===== src/rtl/dm_arbiter.sv =====
// ============================================================================
// Module   : dm_arbiter
// Brief    : Two-port (CPU / DMA) arbiter and sequencer for the data memory.
// Revision : 1.0 - initial release
// ============================================================================
`default_nettype none

module dm_arbiter #(
  parameter int STARVE_LIMIT = 4
) (
  input  logic        clk,
  input  logic        rstn,
  // CPU port
  input  logic        c_req,
  input  logic        c_we,
  input  logic [31:0] c_addr,
  input  logic [31:0] c_wdata,
  input  logic [2:0]  c_ctrl,
  output logic        c_gnt,
  output logic        c_rvalid,
  output logic        c_err,
  output logic [31:0] c_rdata,
  // DMA / debug port
  input  logic        d_req,
  input  logic        d_we,
  input  logic [31:0] d_addr,
  input  logic [31:0] d_wdata,
  input  logic [2:0]  d_ctrl,
  output logic        d_gnt,
  output logic        d_rvalid,
  output logic        d_err,
  output logic [31:0] d_rdata,
  // Memory side
  output logic        DMWr,
  output logic [31:0] dm_addr,
  output logic [31:0] dm_din,
  output logic [2:0]  dm_ctrl,
  input  logic [31:0] dm_dout
);

  localparam logic [2:0] DM_WORD  = 3'd0;
  localparam logic [2:0] DM_HALF  = 3'd1;
  localparam logic [2:0] DM_HALFU = 3'd2;
  localparam logic [2:0] DM_BYTE  = 3'd3;
  localparam logic [2:0] DM_BYTEU = 3'd4;
  localparam logic [3:0] LIMIT    = 4'(STARVE_LIMIT);

  logic [3:0]  starve_cnt;
  logic        dma_turn;
  logic        any_gnt;
  logic        legal;
  logic        mem_go;
  logic        sel_we;
  logic [31:0] sel_addr;
  logic [31:0] sel_wdata;
  logic [2:0]  sel_ctrl;

  function automatic logic is_legal(input logic [31:0] addr, input logic [2:0] ctrl);
    logic ok;
    ok = 1'b0;
    case (ctrl)
      DM_WORD:            ok = (addr[1:0] == 2'b00);
      DM_HALF, DM_HALFU:  ok = (addr[0] == 1'b0);
      DM_BYTE, DM_BYTEU:  ok = 1'b1;
      default:            ok = 1'b0;
    endcase
    return ok && (addr[31:9] == 23'd0);
  endfunction

  // CPU has priority unless DMA has been starved for STARVE_LIMIT cycles.
  assign dma_turn = (starve_cnt == LIMIT);
  assign c_gnt    = c_req & (~d_req | ~dma_turn);
  assign d_gnt    = d_req & ~c_gnt;
  assign any_gnt  = c_gnt | d_gnt;

  always_comb begin
    sel_we    = 1'b0;
    sel_addr  = 32'd0;
    sel_wdata = 32'd0;
    sel_ctrl  = 3'd0;
    if (c_gnt) begin
      sel_we    = c_we;
      sel_addr  = c_addr;
      sel_wdata = c_wdata;
      sel_ctrl  = c_ctrl;
    end else if (d_gnt) begin
      sel_we    = d_we;
      sel_addr  = d_addr;
      sel_wdata = d_wdata;
      sel_ctrl  = d_ctrl;
    end
  end

  assign legal   = is_legal(sel_addr, sel_ctrl);
  assign mem_go  = any_gnt & legal;
  assign DMWr    = mem_go & sel_we;
  assign dm_addr = mem_go ? sel_addr  : 32'd0;
  assign dm_din  = mem_go ? sel_wdata : 32'd0;
  assign dm_ctrl = mem_go ? sel_ctrl  : 3'd0;

  always_ff @(posedge clk or negedge rstn) begin
    if (!rstn) begin
      starve_cnt <= 4'd0;
    end else if (!d_req || d_gnt) begin
      starve_cnt <= 4'd0;
    end else if (starve_cnt != LIMIT) begin
      starve_cnt <= starve_cnt + 4'd1;
    end
  end

  // rdata is only updated on a response so it holds between responses.
  always_ff @(posedge clk or negedge rstn) begin
    if (!rstn) begin
      c_rvalid <= 1'b0;
      c_err    <= 1'b0;
      c_rdata  <= 32'd0;
      d_rvalid <= 1'b0;
      d_err    <= 1'b0;
      d_rdata  <= 32'd0;
    end else begin
      c_rvalid <= c_gnt;
      c_err    <= c_gnt & ~legal;
      d_rvalid <= d_gnt;
      d_err    <= d_gnt & ~legal;
      if (c_gnt) begin
        c_rdata <= (legal && !c_we) ? dm_dout : 32'd0;
      end
      if (d_gnt) begin
        d_rdata <= (legal && !d_we) ? dm_dout : 32'd0;
      end
    end
  end

endmodule

`default_nettype wire


===== config.mk =====
export PLATFORM = sky130hd
export DESIGN_NAME = dm_arbiter
export DESIGN_NICKNAME = d
export VERILOG_FILES = /design/src/rtl/dm_arbiter.sv
export SDC_FILE = /design/constraint.sdc
export NUM_CORES = 1
export LEC_CHECK = 0
export BUFFER_PORTS_ARGS = -buffer_cell sky130_fd_sc_hd__buf_2
export CORE_AREA = 2 2 120 122
export CTS_CLUSTER_DIAMETER = 120
export DETAILED_ROUTE_END_ITERATION = 10
export DIE_AREA = 0 0 122 124
export GPL_TIMING_DRIVEN = 0
export HOLD_SLACK_MARGIN = 0.06
export PLACE_DENSITY_LB_ADDON = 0.08
export SLEW_MARGIN = 15
export SYNTH_ARGS = -nofsm -noshare
export SYNTH_HDL_FRONTEND = slang
export SYNTH_SLANG_ARGS = --single-unit

===== constraint.sdc =====
create_clock -name clk -period 2.85 [get_ports clk]
set_input_delay 0.57 -clock clk [delete_from_list [all_inputs] [get_ports clk]]
set_output_delay 0.57 -clock clk [all_outputs]
set_load 0.01 [all_outputs]

==> flow_summary.toml <==
[final_layout]
post_route_cells_drive_above_1_share_pct = 49.6
fin_nets = 1006
num-fill-cells = 1378
regArea_um2 = 1800
area_growth_pct = 55.9
multi_input_comb_area_um2 = 2650
layoutNonFillerInstCount = 1019

[synthesis]
synth_ff_type = "dfrtp_1"
synth_area_um2 = 4560
synth_cell_type_count = 38
yosysSeqAreaShare_pct = 39.5
syn_avg_cell_area_um2 = 9.22
synthCells = 495
synth_most_common_cell = "dfrtp_1"
netlist_top_cells_count = "dfrtp_1 (72), nand2_1 (70), nand4b_1 (65), o31ai_1 (65), clkbuf_1 (44)"
synth_seq_cells = 72
yosysWarnings = 0
yosysTopAreaCell = "dfrtp_1"
synthTopCellsByArea = "dfrtp_1 (39%), nand4b_1 (12%), o31ai_1 (11%)"
synth_edf_count = 0
async_reset_ff_share_pct = 100
synth.top_cell.area_share_pct = 39.5

[pwr]
ir_drop_uv = 266
p_leak_nw = 3.49
seq_power_share_pct = 36.1
clkPwrFrac_pct = 35.6
p_sw_mw = 0.968
power.internal_mw = 2.08
swShare_pct = 31.7
p_per_area_nw_per_um2 = 429
p_comb_share_pct = 28.3

[timing]
clock_skew_ns = 0.00244
slew_violations = 0
finalHoldViolCount = 0
rsz0062_at_grt = "true"
max-slew-margin-rel_pct = 60.4
finalSetupViolations = 45
finalCritPeriodShare_pct = 113
setup-tns-final_ns = -14.47
period_minus_slack_ns = 3.23
worst_pin_slew_ns = 0.594
setup_ws_ns = -0.382
fmax_mhz = 309

[placement]
gp_congestion = 0.962
post-place-cells = 984
numPortBuffers = 286
hpwl_um = 16900

[run_status]
failed_checks = "setup timing"
status = "complete, but fails checks"

[global_route]
grt.total_usage_pct = 27.1
grt_pass1_vias = 5315
overflow = 0
grt_pass1_wl_um = 30500
grt_antenna_before_repair = 3
grt_max_degree = 59

[worst_hold_path]
hp-class = "input port to asynchronous set/reset pin"

[floorplan]
num_rows = 43
die_area_um2 = 15100
coreArea_um2 = 13700
ios = 310
die_w_um = 122
die_y_um = 124
start_util_pct = 33.3

[drt]
drt_wl_total_um = 21400
drt_pass1_iterations = 5
wl_per_cell_um = 21.0
vias_per_cell = 5.33
drc = 0
drtAntennaViolNets = 0
vias = 5432
drtIter0Drc = 298

[cts]
cts-root-buf = "clkbuf_16"
htree_num_levels = 3
cts_tree = "done"
hold_buffers = 0
path_clk_slew_ns = 0.06
cts.sinks = 72
numCtsBuffers = 9
ctsLongestPathBuffers = 2
clkLatencyLatePin_ns = 0.34

[critical_path]
crit_arrival_ns = 2.66
critical_path.slowest_cell = "dfrtp_1"
crit_type = "register to output port"
path_cells = "inv_2, ha_4, and4b_1, buf_6, nor2_8, inv_6, a22o_1, mux2_4, buf_8, buf_12, nor3_4, buf_2"
worstPathRequired_ns = 2.28
cp-start-kind = "register"
path_max_fanout = 7
critPathCaptureType = "output port"
critPathMaxStageDelay_ns = 0.36

[run]
cap_viol_max_count = 0
## path summary, 6_finish.rpt
check | start | endpoint | slack, ns | cells after the start
setup / recovery | starve_cnt[0] | dm_din[18] | -0.38 | 12
min in group clk | d_rdata[21] | d_rdata[21] | 0.47 | 2
setup reg to reg | starve_cnt[0] | c_rdata[30] | 0.18 | 12
hold reg to reg | d_rdata[21] | d_rdata[21] | 0.47 | 2
max in group asynchronous | rstn | c_rdata[13] | 2.19 | 2
hold / removal | rstn | c_rdata[25] | 0.09 | 1
## state kept, by name, summed over array words and instances (netlist names)
name / count
c_rdata: 32
d_rdata: 32
starve_cnt: 4
c_err: 1
c_rvalid: 1
d_err: 1
d_rvalid: 1
## power groups by stage
stage / Sequential (mW) / Combinational [mW] / Clock (mW)
6_report: 1.10 / 0.864 / 1.09
5_1_grt: 1.11 / 0.932 / 1.15
4_1_cts: 1.10 / 0.808 / 1.11
3_5_place_dp: 1.12 / 0.745 / 0
3_3_place_gp: 1.12 / 0.732 / 0
2_1_floorplan: 1.14 / 0.361 / 0
## through the flow
| stage | area, µm² | hold slack, ns | worst slack (ns) | power (mW) | utilization (%) |
|---|---|---|---|---|---|
| after floorplan | 4650 | 0.274 | -0.0252 | 1.50 | - |
| after global placement | 6310 | 0.457 | -0.762 | 1.85 | 46.0 |
| after detailed placement | 6340 | 0.450 | -0.813 | 1.86 | 46.2 |
| after CTS | 6880 | 0.0902 | -0.392 | 3.01 | 50.2 |
| after global routing | 7120 | 0.100 | -0.483 | 3.18 | 51.9 |
| final | 7120 | 0.0890 | -0.382 | 3.05 | 51.9 |
## layer usage
layer  wire length [µm]  vias to the layer above  track usage (%)
met1               8130                     2619             32.3
li1                   -                     2533                -
met4                529                        0             8.55
met2              11100                      245             48.6
met5                  0                        -                0
met3               1600                       35             6.00
## cell usage in the layout (no fill, tap or decap), types with 4 or more instances in the layout
master,n
nor2_1,4
nand2_1,69
buf_4,45
nor3_1,9
nor3_4,20
a22oi_1,43
buf_2,289
conb_1,23
buf_6,5
clkbuf_1,35
o31ai_1,65
dfrtp_1,72
nand4_1,4
clkbuf_16,9
nor4_1,10
clkbuf_2,4
nand4b_1,65
nor3_2,17
## kinds of logic (layout without fill, tap and decap cells)
group / count (synthesis) / after routing / share of synthesized area [%]
AND/OR/NAND/NOR: 211 / 211 / 29.7
AO/OA/AOI/OAI: 119 / 119 / 19.4
buffers and inverters: 86 / 406 / 9.90
flip-flops: 72 / 72 / 39.5
adder cells (fa/ha/maj): 2 / 2 / 0.548
XOR/XNOR: 2 / 2 / 0.384
multiplexers: 2 / 2 / 0.548
other: 1 / 25 / 0.0822
## critical path, delay by kind of cell, from the launching register on
family	cells	cell delay, ns
simple gates	3	0.51
compound gates	1	0.20
fa+ha+maj	1	0.17
mux	1	0.35
buf+inv	6	0.73
flops	1	0.36
## timing repair
| item | CTS | global route |
|---|---|---|
| gates resized for setup | 40 | 46 |
| pin swaps | 19 | 9 |
| cloned | 1 | 0 |
| endpoints found under the setup margin | 48 | 46 |
| setup buffers | 11 | 7 |
## final cells by class
cell class / count / share of cell area, %
Tap cell: 180 / 3.17
Clock inverter: 3 / 0.211
Inverter: 5 / 0.369
Timing Repair Buffer: 306 / 23.1
Clock buffer: 13 / 3.80
Buffer: 79 / 6.80
Sequential cell: 72 / 25.3
Antenna cell: 2 / 0.0703
Multi-Input combinational cell: 359 / 37.2
(Power assumes the default switching activity.)
